===== src/rtl/sar_conv_sequencer_if.sv =====
// Result stream between the SAR conversion sequencer and its consumer.
//   result        averaged conversion code
//   result_valid  result register holds an unconsumed value
//   result_ready  consumer accepts the result this cycle
// master: the sequencer (drives result/result_valid, samples result_ready)
// slave : the consumer
interface sar_conv_sequencer_if #(
  parameter int unsigned N_BITS = 12
) ();
  logic [N_BITS-1:0] result;
  logic              result_valid;
  logic              result_ready;

  modport master (
    output result,
    output result_valid,
    input  result_ready
  );

  modport slave (
    input  result,
    input  result_valid,
    output result_ready
  );
endinterface


===== src/rtl/sar_conv_sequencer.sv =====
// Conversion controller for the SAR ADC core.
// Holds the SAR in sampling (sar_rst=1) for max(sample_cycles,1) cycles, releases it,
// waits for EOC, accumulates sar_dtop over 2**AVG_LOG2 conversions and publishes the
// truncated average through a one-entry valid/ready output register. Single-shot
// (start) and continuous (cont_en) operation; sticky overrun and timeout flags.
// Ports:
//   clk, rst       clock; synchronous active-high reset
//   start          single-shot request, honoured only in IDLE
//   cont_en        continuous mode level
//   sample_cycles  sampling time in cycles (0 behaves as 1), sampled on SAMPLE entry
//   clr_flags      clears overrun and timeout_err (wins over a same-cycle set)
//   sar_state      SAR status: 0=BUSY, 1=EOC, 2=SAMPLING
//   sar_dtop       SAR code, valid while sar_state==EOC
//   sar_rst        holds SAR in sampling; low only while converting
//   res            result stream (master side)
//   busy           sequencer not idle
//   overrun        sticky: an averaged result was dropped
//   timeout_err    sticky: EOC not seen within TIMEOUT cycles of conversion
module sar_conv_sequencer #(
  parameter int unsigned N_BITS   = 12,
  parameter int unsigned AVG_LOG2 = 2,
  parameter int unsigned SAMPLE_W = 8,
  parameter int unsigned TIMEOUT  = 20
) (
  input  logic                clk,
  input  logic                rst,
  input  logic                start,
  input  logic                cont_en,
  input  logic [SAMPLE_W-1:0] sample_cycles,
  input  logic                clr_flags,
  input  logic [1:0]          sar_state,
  input  logic [N_BITS-1:0]   sar_dtop,
  output logic                sar_rst,
  sar_conv_sequencer_if.master res,
  output logic                busy,
  output logic                overrun,
  output logic                timeout_err
);

  localparam int unsigned AW   = N_BITS + AVG_LOG2;
  localparam int unsigned CW   = AVG_LOG2 + 1;
  localparam int unsigned TW   = $clog2(TIMEOUT);
  localparam int unsigned NAVG = 1 << AVG_LOG2;

  typedef enum logic [1:0] {
    SAR_BUSY     = 2'd0,
    SAR_EOC      = 2'd1,
    SAR_SAMPLING = 2'd2
  } sar_code_e;

  typedef enum logic [1:0] {
    IDLE,
    SAMPLE,
    CONVERT,
    DONE
  } state_e;

  state_e              state;
  logic [SAMPLE_W-1:0] samp_cnt;
  logic [TW-1:0]       timer;
  logic [AW-1:0]       acc;
  logic [CW-1:0]       conv_cnt;

  logic [SAMPLE_W-1:0] samp_load;
  logic                eoc;
  logic [AW-1:0]       acc_next;
  logic [N_BITS-1:0]   avg;
  logic                last_conv;
  logic                out_free;

  always_comb begin
    samp_load = (sample_cycles == '0) ? SAMPLE_W'(1) : sample_cycles;
    eoc       = (sar_state == SAR_EOC);
    acc_next  = acc + AW'(sar_dtop);
    avg       = acc[AW-1:AVG_LOG2];
    last_conv = (conv_cnt == CW'(NAVG - 1));
    // Output register can take a new value if empty or being drained this cycle.
    out_free  = !res.result_valid || res.result_ready;
  end

  // sar_rst is registered alongside the state so that it is low exactly while in CONVERT.
  always_ff @(posedge clk) begin
    if (rst) begin
      state            <= IDLE;
      sar_rst          <= 1'b1;
      res.result       <= '0;
      res.result_valid <= 1'b0;
      busy             <= 1'b0;
      overrun          <= 1'b0;
      timeout_err      <= 1'b0;
      samp_cnt         <= '0;
      timer            <= '0;
      acc              <= '0;
      conv_cnt         <= '0;
    end else begin
      if (res.result_valid && res.result_ready) begin
        res.result_valid <= 1'b0;
      end

      case (state)
        IDLE: begin
          sar_rst  <= 1'b1;
          acc      <= '0;
          conv_cnt <= '0;
          timer    <= '0;
          if (start || cont_en) begin
            state    <= SAMPLE;
            busy     <= 1'b1;
            samp_cnt <= samp_load;
          end
        end

        SAMPLE: begin
          sar_rst <= 1'b1;
          if (samp_cnt <= SAMPLE_W'(1)) begin
            state   <= CONVERT;
            sar_rst <= 1'b0;
            timer   <= '0;
          end else begin
            samp_cnt <= samp_cnt - 1'b1;
          end
        end

        CONVERT: begin
          if (eoc) begin
            acc      <= acc_next;
            conv_cnt <= conv_cnt + 1'b1;
            sar_rst  <= 1'b1;
            if (last_conv) begin
              state <= DONE;
            end else begin
              state    <= SAMPLE;
              samp_cnt <= samp_load;
            end
          end else if (timer == TW'(TIMEOUT - 1)) begin
            // Abort: accumulated codes are discarded on the way through IDLE.
            timeout_err <= 1'b1;
            sar_rst     <= 1'b1;
            state       <= IDLE;
            busy        <= 1'b0;
          end else begin
            timer <= timer + 1'b1;
          end
        end

        DONE: begin
          if (out_free) begin
            res.result       <= avg;
            res.result_valid <= 1'b1;
          end else begin
            overrun <= 1'b1;
          end
          acc      <= '0;
          conv_cnt <= '0;
          if (cont_en) begin
            state    <= SAMPLE;
            samp_cnt <= samp_load;
          end else begin
            state <= IDLE;
            busy  <= 1'b0;
          end
        end

        default: begin
          state   <= IDLE;
          sar_rst <= 1'b1;
          busy    <= 1'b0;
        end
      endcase

      if (clr_flags) begin
        overrun     <= 1'b0;
        timeout_err <= 1'b0;
      end
    end
  end

endmodule

===== src/flat_wrapper.sv =====
// flat-port wrapper written by rule: the top's interface ports become plain ports
module sar_conv_sequencer_flat 
#(
  parameter int unsigned N_BITS   = 12,
  parameter int unsigned AVG_LOG2 = 2,
  parameter int unsigned SAMPLE_W = 8,
  parameter int unsigned TIMEOUT  = 20
)
  (clk, rst, start, cont_en, sample_cycles, clr_flags, sar_state, sar_dtop, sar_rst, busy, overrun, timeout_err, res_result, res_result_valid, res_result_ready);
  sar_conv_sequencer_if #(.N_BITS(N_BITS)) res_i ();
  input  logic clk;
  input  logic rst;
  input  logic start;
  input  logic cont_en;
  input  logic [SAMPLE_W-1:0] sample_cycles;
  input  logic clr_flags;
  input  logic [1:0] sar_state;
  input  logic [N_BITS-1:0] sar_dtop;
  output logic sar_rst;
  output logic busy;
  output logic overrun;
  output logic timeout_err;
  output wire logic [$bits(res_i.result)-1:0] res_result;
  output wire logic [$bits(res_i.result_valid)-1:0] res_result_valid;
  input wire logic [$bits(res_i.result_ready)-1:0] res_result_ready;
  assign res_result = res_i.result;
  assign res_result_valid = res_i.result_valid;
  assign res_i.result_ready = res_result_ready;
  sar_conv_sequencer #(.N_BITS(N_BITS), .AVG_LOG2(AVG_LOG2), .SAMPLE_W(SAMPLE_W), .TIMEOUT(TIMEOUT)) u_core (.clk(clk), .rst(rst), .start(start), .cont_en(cont_en), .sample_cycles(sample_cycles), .clr_flags(clr_flags), .sar_state(sar_state), .sar_dtop(sar_dtop), .sar_rst(sar_rst), .res(res_i), .busy(busy), .overrun(overrun), .timeout_err(timeout_err));
endmodule

===== config.mk =====
export PLATFORM = sky130hd
export DESIGN_NAME = sar_conv_sequencer_flat
export DESIGN_NICKNAME = d
export VERILOG_FILES = /design/src/rtl/sar_conv_sequencer_if.sv /design/src/rtl/sar_conv_sequencer.sv /design/src/flat_wrapper.sv
export SDC_FILE = /design/constraint.sdc
export NUM_CORES = 1
export LEC_CHECK = 0
export BUFFER_PORTS_ARGS = -buffer_cell sky130_fd_sc_hd__buf_2
export CORE_UTILIZATION = 40
export DETAILED_ROUTE_END_ITERATION = 10
export PLACE_DENSITY = 0.58
export SKIP_CTS_REPAIR_TIMING = 1
export SLEW_MARGIN = 20
export SYNTH_ARGS = -nofsm -noshare
export SYNTH_HDL_FRONTEND = slang
export SYNTH_SLANG_ARGS = --single-unit

===== constraint.sdc =====
create_clock -name clk -period 4.21 [get_ports clk]
set_input_delay 0.842 -clock clk [delete_from_list [all_inputs] [get_ports clk]]
set_output_delay 0.842 -clock clk [all_outputs]
set_load 0.005 [all_outputs]

==> summary.txt <==
Worst setup path
  – Worst EP required: 4.37 ns
  – Reg-to-Reg Start: u_core.state[0]
  – R2R cell count: 8
  – CP Class: primary input to flip-flop
  – Slowest Stage Delay on Critical Path: a little over 0.4 ns
  – Critical-path top delay cell: fa_1
  – Critical path data arrival time: about 2.4 ns
  – Reg-to-reg endpoint: u_core.acc[12]
  – Worst setup SP type: primary input
  – Crit Path Max Fanout: 2
  – Worst path bufs/invs: 2
  – Flop2flop setup slack: 2.08 ns
  – Critical Path Sink Type: flip-flop
  – Family with the most delay on the worst path: adder cells
  – Critical path cell sequence: buf_2 > ha_1 > inv_1 > fa_1 > nor2b_1 > o2111ai_1 > and3_1 > o22ai_1 > xnor2_1 > nor3_1

Synth
  – Top FF cell, synth: dfxtp_1
  – EDFF count, synth: 0
  – Most frequent cell after synthesis: nor2_1
  – Commonest cells in the netlist: nor2_1, dfxtp_1, a21oi_1
  – Mapped Area: between 0.002 and 0.003 mm²
  – Yosys top cell by area: dfxtp_1
  – Post-synthesis cell type count: 48
  – Top-area cell type share of the netlist area: 35.0%
  – Synth area leaders: dfxtp_1, ha_1, nor2_1, mux2i_1, a21oi_1
  – Synthesized instance count: 331
  – Syn nets: around 380
  – #FFs+latches synth: between 40 and 50
  – Ys Warns: 0
  – Ys async rst share: 0%
  – Seq/Total Area, Yosys: 35.0%
  – Syn_area_per_cell: 8.47 µm²

Clocking
  – Reg clk slew, reported paths: 0.09 ns
  – TritonCTS Buffers: 5
  – CTS tree: done
  – Clock buffer depth: 2
  – CTS root buf: clkbuf_8
  – Sink Count: ~50
  – Clock Latency Late Sink: 0.30 ns
  – H-tree Lvls: 2

Place
  – GPL Wtd Cong: around 0.84
  – Post-DP Area: 0.00309 mm²
  – Hpwl dp: 4350 µm
  – Port bufs: 44

Power and ir drop
  – Logic gate share of total power: 41.9%
  – NetSw: 621 µW
  – Seq pwr share: 36.4%
  – Clock power frac: 21.7%
  – PwrDens: 504 mW/mm²
  – Leakage: 0.00148 µW
  – Cell internal pwr: 996 µW
  – Worst VDD drop: between 0.00015 and 0.0002 V
  – Total power: 1620 µW
  – Sw Ratio: 38.4%

STA
  – Setup violations, final: 0
  – Slew HR: 44.9%
  – Setup TNS: 0 ns
  – Worst slew pin tran: 0.826 ns
  – Final period util: approximately 54%
  – Fmax: 441 MHz
  – Slew Limit Fails: 0
  – Final worst path period need: 2.27 ns
  – RSZ-0062 raised after global routing: false
  – Hold Vio Cnt, Final: 0
  – Worst Skew: 0.00826 ns

Min path
  – Hold depth: 2
  – Hold EP: u_core.acc[13]
  – Worst Hold Class: flip-flop to flip-flop
  – Hold Startpoint: u_core.acc[13]

Route
  – First drt pass iteration count: 4
  – Drt total wl: between 5000 and 6000 µm
  – Post-DR vias/cell: about 5.2
  – Routed Antenna Nets: 0
  – Starting DRC count in detailed routing: 98
  – Via count: 2412
  – Drt wl/cell: 12.8 µm
  – Residual DRC: 0

Floorplanning
  – I/O pin count: 45
  – Die area: 0.00735 mm²
  – Row cnt: 30
  – Core ar.: 0.00679 mm²
  – Initial core utilization: around two fifths
  – Die Ht: between 80 and 90 µm
  – Die X: 85.7 µm

Finish
  – Share of layout cells above drive strength 1: around 16%
  – Final-stage net count: roughly 420
  – Fin area: approximately 0.0032 mm²
  – Fill cells: 694
  – Antenna Cells: 0
  – Area Overhead vs Synth: 14.5%

Global route
  – Grt ovf: 0
  – Vias in the first global route: around 2300
  – First-pass GRT wire length: 10200 µm
  – Antenna violations before repair: 0
  – Total track usage: 17.0%
  – Largest net degree at the start of global routing: 43

Outcome
  – Status: completed

Run
  – Max-cap violations: 0
[kinds of logic after synthesis]
kind of cell | share of synthesized area, %
compound gates | 20.0
xor+xnor | 3.75
fa+ha+maj | 10.1
buf+inv | 3.30
flops | 35.0
mux | 6.07
simple gates | 21.9
[layout by cell type, fill, tap and decap left out, drive strengths merged, types with 2 or more instances in the layout]
cell type and instances:
nor2 56, dfxtp 49, buf 44, a21oi 25, nand2 23, ha 21, mux2i 17, o21ai 14
nor3 12, inv 11, nand3 9, xnor2 7, clkbuf 7, a31oi 6, a22oi 6, a21o 6
nor2b 5, nand2b 5, a211oi 5, xor2 5, a22o 5, or3 4, and3 4, o21a 3
o2111ai 3, nand4 2, o211ai 2, nor4 2, a2bb2oi 2, a31o 2, nand3b 2
[registers in the layout, summed over array words and instances, names as in the netlist]
name                     count
u_core.conv_cnt              3
u_core.res.result           12
u_core.acc                  14
u_core.timer                 5
u_core.state                 2
u_core.res.result_valid      1
u_core.busy                  1
u_core.timeout_err           1
u_core.samp_cnt              8
u_core.sar_rst               1
u_core.overrun               1
[worst max-delay path by stage]
stage / cells past startpoint / endpoint / start
3_3_place_gp: 8 / u_core.acc[9] / sar_dtop[4]
5_1_grt: 10 / u_core.acc[12] / sar_dtop[0]
3_5_place_dp: 10 / u_core.acc[12] / sar_dtop[0]
2_1_floorplan: 7 / u_core.acc[11] / sar_dtop[4]
6_report: 10 / u_core.acc[12] / sar_dtop[0]
4_1_cts: 10 / u_core.acc[12] / sar_dtop[0]
[layer usage]
layer  vias to the layer above  global-route usage (%)  wire length, µm
met4                         0                    3.79               59
met1                      1105                    22.4             2960
met5                         -                       0                0
met3                         6                    2.98              159
met2                        37                    29.2             2810
li1                       1264                       -                -
[area by class of cell]
cell class / instances / area, µm² / share of cell area, %
timing repair buffer: 44 / 220 / 6.86
inverter: 11 / 41.3 / 1.29
multi-input combinational: 260 / 1730 / 53.9
clock inverter: 1 / 30.0 / 0.935
tap: 96 / 120 / 3.74
sequential: 49 / 981 / 30.6
clock buffer: 7 / 86.3 / 2.69
[power by group through the flow]
stage	Clock [µW]	Sequential (µW)	Combinational [µW]
finish	351	588	678
CTS	365	589	682
global placement	0	597	669
floorplan	0	586	560
detailed placement	0	600	676
global route	377	598	762
[through the flow]
stage / util (%) / hold WS (ns) / cells / worst slack (ns)
3_3_place_gp: 45.5 / 0.454 / 460 / 1.65
5_1_grt: 47.3 / 0.525 / 468 / 1.77
3_5_place_dp: 45.5 / 0.465 / 460 / 1.61
6_report: 47.3 / 0.486 / 468 / 1.94
4_1_cts: 47.3 / 0.494 / 468 / 1.94
2_1_floorplan: - / 0.446 / 331 / 1.87
[worst reg2reg max path, cell delays in order, from the launching register on]
cell and delay [ns]:
dfxtp_1 0.34, inv_1 0.12, ha_1 0.46, nand3b_1 0.22
o21a_1 0.29, nand4bb_1 0.24, o22ai_1 0.14, xnor2_1 0.14
nor3_1 0.05
No activity file was read; power rests on OpenSTA's default activity.
